`src/rtl/gost_pkg.sv`:
```
// gost_pkg: shared Magma widths, cipher direction codes and gost_ctr state encoding
package gost_pkg;
    localparam int BLOCK_W = 64;
    localparam int KEY_W = 256;
    localparam logic ENCRYPT = 1'b0;
    localparam logic DECRYPT = 1'b1;
    typedef enum logic [2:0] {UNINIT, IDLE, START, WAIT_LO, WAIT_HI, OUT, FLUSH} ctr_state_t;
endpackage

```
`src/rtl/gost_ctr.sv`:
```
// gost_ctr: counter-mode front end that drives an external Magma core and XORs keystream into data words
module gost_ctr
    import gost_pkg::*;
#(
    parameter int CTR_W = 32
) (
    input  logic                  iclk,
    input  logic                  irst,
    input  logic                  iinit,
    input  logic [63-CTR_W:0]     iiv,
    input  logic [BLOCK_W-1:0]    idata,
    input  logic                  ivalid,
    output logic                  oready,
    output logic [BLOCK_W-1:0]    odata,
    output logic                  ovalid,
    input  logic                  iready,
    output logic                  owrap,
    output logic                  ogost_start,
    output logic                  ogost_enc_dec,
    output logic [BLOCK_W-1:0]    ogost_block,
    input  logic [BLOCK_W-1:0]    igost_block,
    input  logic                  igost_done
);
    ctr_state_t state, state_nx;
    logic [63-CTR_W:0] iv;
    logic [CTR_W-1:0] ctr;
    logic [BLOCK_W-1:0] data;
    logic busy;

    assign busy = (state == START) || (state == WAIT_LO) || (state == WAIT_HI);
    assign oready = (state == IDLE) && !iinit;
    assign ovalid = (state == OUT);
    assign ogost_start = (state == START) && igost_done && !iinit;
    assign owrap = ovalid && iready && !iinit && (&ctr);
    assign ogost_enc_dec = ENCRYPT;
    assign ogost_block = {iv, ctr};

    always_comb begin
        state_nx = state;
        case (state)
            UNINIT:  state_nx = UNINIT;
            IDLE:    state_nx = ivalid ? START : IDLE;
            START:   state_nx = igost_done ? WAIT_LO : START;
            WAIT_LO: state_nx = igost_done ? WAIT_LO : WAIT_HI;
            WAIT_HI: state_nx = igost_done ? OUT : WAIT_HI;
            OUT:     state_nx = iready ? IDLE : OUT;
            FLUSH:   state_nx = igost_done ? IDLE : FLUSH;
            default: state_nx = UNINIT;
        endcase
        // an abort must let a running cipher finish before a new start is allowed
        if (iinit)
            state_nx = (busy || (state == FLUSH && !igost_done)) ? FLUSH : IDLE;
    end

    always_ff @(posedge iclk or posedge irst) begin
        if (irst) begin
            state <= UNINIT;
            iv    <= '0;
            ctr   <= '0;
            data  <= '0;
            odata <= '0;
        end else begin
            state <= state_nx;
            if (iinit) begin
                iv  <= iiv;
                ctr <= '0;
            end else begin
                if (oready && ivalid)
                    data <= idata;
                if (state == WAIT_HI && igost_done)
                    odata <= data ^ igost_block;
                if (ovalid && iready)
                    ctr <= ctr + 1'b1;
            end
        end
    end
endmodule

```
`config.mk`:
```
export PLATFORM = sky130hd
export DESIGN_NAME = gost_ctr
export DESIGN_NICKNAME = d
export VERILOG_FILES = /design/src/rtl/gost_pkg.sv /design/src/rtl/gost_ctr.sv
export SDC_FILE = /design/constraint.sdc
export NUM_CORES = 1
export LEC_CHECK = 0
export BUFFER_PORTS_ARGS = -buffer_cell sky130_fd_sc_hd__buf_2
export CAP_MARGIN = 40
export CORE_ASPECT_RATIO = 1.5
export CORE_UTILIZATION = 50
export DETAILED_ROUTE_END_ITERATION = 8
export PLACE_DENSITY = 0.85
export SYNTH_ARGS = -nofsm -noshare
export SYNTH_HDL_FRONTEND = slang
export SYNTH_SLANG_ARGS = --single-unit
```
`constraint.sdc`:
```
create_clock -name iclk -period 9 [get_ports iclk]
set_input_delay 1.8 -clock iclk [delete_from_list [all_inputs] [get_ports iclk]]
set_output_delay 1.8 -clock iclk [all_outputs]
set_load 0.01 [all_outputs]
```
==> flow_summary.ini <==
[clock_tree]
cts-root-buf = clkbuf_16
clockBufferDepth = 2
cts_setup_buffers = 0
clk-insertion-delay-late_ns = 0.43
cts_max_level = 4
cts_resized = 0
numCtsBuffers = 17
clk_pin_slew_ns = 0.07
clock-sinks = 195
cts_tree = done
cts_hold_buf = 0

[global_routing]
overflow = 0
grt_pass1_wl_um = 31200
grt_usage_pct = 23.4
grt_pass1_vias = 6360
grt_antenna_before_repair = 0
grt_start_max_net_pins = 122

[detailed_routing]
drtIter0Drc = 310
dr.pass1.iters = 4
remaining_drc_errors = 0
drt_wl_total_um = 19300
via_count = 6246
ant_nets = 0
wl_per_cell_um = 16.1
viasPerCell = 5.22

[worst_setup_path]
worst_setup_path_end_kind = output pin
cpMostUsedCell = buf_2
path_max_fanout = 39
cp-start-kind = input pin
critPathKind = input pin to output pin
r2r_cells = 5
max_stage_delay_ns = 0.62
worstPathCellList = buf_2 > buf_4 > nand2b_1 > nor4_1 > buf_2
regToRegSetupSlack_ns = 6.78
arrival_ns = 3.29
crit_required_ns = 7.20
cp_slowest_cell = buf_2

[sta]
worstMarginPinSlew_ns = 0.892
fin_ws_ns = 3.91
final.setup.tns_ns = 0
period_needed_ns = 5.09
rsz0062_at_grt = no
slew_viol_final = 0
finalCritPeriodShare_pct = 56.6
skew_ns = 0.00946
max_slew_margin_pct = 40.5
fmax_ghz = 0.196
finalSetupViolCount = 0
finalHoldViolations = 0
hold_slack_ns = 0.473

[die]
fp.coreArea_sq_mm = 0.0162
die_area_sq_mm = 0.0170
rows = 57
start_util_pct = 51.0
die-height_um = 159
die_x_um = 107
ios = 299

[finish]
area_growth_pct = 27.6
nets = 1144
layout.cells.non_filler = 1196
drive_gt1_share_pct = 44.2
finalInstanceArea_sq_mm = 0.0105
diodes = 0

[min_path]
hp-class = flip-flop to flip-flop
min_delay_path_depth = 2

[power_and_ir_drop]
max-vdd-ir-drop_uv = 176
power.internal_uw = 1980
p_leak_uw = 0.00511
comb_power_share_pct = 27.0
power_density_mw_per_mm2 = 272
clockPowerShare_pct = 26.2
p_sw_share_pct = 31.0
p_seq_share_pct = 46.8
switchingPower_uw = 889

[placement]
numPortBuffers = 297
gp_congestion = 0.870
dp.cells = 1164
dp_hpwl_um = 14200
pre_cts_slack_ns = 3.89
place_area_sq_mm = 0.00995

[synth]
yosys-top-cells-area = dfrtp_1 (59%), mux2_2 (14%), xnor2_1 (7.1%)
yosys.area.top_type = dfrtp_1
synth_top_cell_area_share_pct = 59.1
yosys_most_used_dff = dfrtp_1
synth.distinct_cells = 35
async_flop_share_pct = 100
postSynthAreaPerCell_sq_um = 11.9
synth_seq_area_share_pct = 59.1
synth.cell_area_sq_mm = 0.00825
synth_nets = 858
yosys_warnings = 0
syn_inst = 691
synth.most_common_cell = dfrtp_1
synth_seq_cells = 195
yosys-top-cells-count = dfrtp_1 (195), mux2_2 (99), nand2_1 (80)
synth_edf_count = 0

[outcome]
status = completed

[job]
cap_violations = 0
## layout by cell type (no fill, tap or decap), types with 2 or more instances in the layout
master and count:
xor2_1 7, buf_2 297, nor3_1 4, nand3_1 10, and3_1 6, nor2_1 15, nand2_1 79, nor4_1 5
xnor2_1 67, nand4_1 11, a21oi_1 21, dfrtp_1 195, clkbuf_16 17, nand2b_1 3, o31ai_1 10, buf_16 2
nand4b_1 2, nor2b_1 6, o21ai_0 77, or3_1 9, buf_4 5, and4_1 2, mux2_2 99, or4_1 11
clkinv_4 2, inv_8 5, inv_1 4, clkinv_2 2, inv_6 2
## stage by stage
step	power, uW	util [%]
3_5_place_dp	2140	61.5
6_report	2870	65.1
5_1_grt	3030	65.1
2_1_floorplan	1840	-
4_1_cts	2900	65.1
3_3_place_gp	2090	61.1
## per-layer routing
| layer | vias to the layer above | wire length [um] | GRT usage (%) |
|---|---|---|---|
| met5 | - | 0 | 0 |
| met4 | 0 | 795 | 12.1 |
| met3 | 57 | 1030 | 5.32 |
| met2 | 209 | 10200 | 40.4 |
| met1 | 3012 | 7330 | 26.8 |
| li1 | 2968 | - | - |
## state kept, by name, indices dropped and copies added, names as in the netlist
| signal | flops |
|---|---|
| iv | 32 |
| ctr | 32 |
| odata | 64 |
| data | 64 |
| state | 3 |
## critical path: cells and delay by family
| kind | cells | cell delay (ns) |
|---|---|---|
| buffers and inverters | 3 | 1.26 |
| AND/OR/NAND/NOR | 2 | 0.21 |
## path summary, 6_finish.rpt
| check | start | to |
|---|---|---|
| max reg2reg | ctr[3] | ctr[30] |
| min | odata[43] | odata[43] |
| min reg2reg | odata[43] | odata[43] |
| max in group asynchronous | irst | iv[4] |
| max | iinit | owrap |
| min in group asynchronous | irst | ctr[28] |
## power by group through the flow
stage	sequential [uW]	clock (uW)	combinational (uW)
global placement	1340	0	747
global route	1380	803	853
CTS	1340	768	785
floorplan	1390	0	450
finish	1340	751	774
detailed placement	1360	0	782
## cells by family (layout without fill, tap and decap cells)
kind of cell / Yosys count / in the layout / share of synthesized area [%]
XOR/XNOR: 74 / 74 / 7.85
AO/OA/AOI/OAI: 111 / 111 / 7.19
buffers and inverters: 42 / 341 / 2.06
AND/OR/NAND/NOR: 168 / 168 / 10.1
other: 1 / 1 / 0.0454
flip-flops: 195 / 195 / 59.1
adder cells (fa/ha/maj): 1 / 1 / 0.152
multiplexers: 99 / 99 / 13.5
## layout make-up
type	instances	area (sq um)
Clock buffer	19	443
Sequential cell	195	4880
Fill cell	1271	5650
Multi-Input combinational cell	454	3210
Timing Repair Buffer	304	1580
Tap cell	206	258
Inverter	5	26.3
Clock inverter	13	144
No activity file was read; power rests on OpenSTA's default activity.
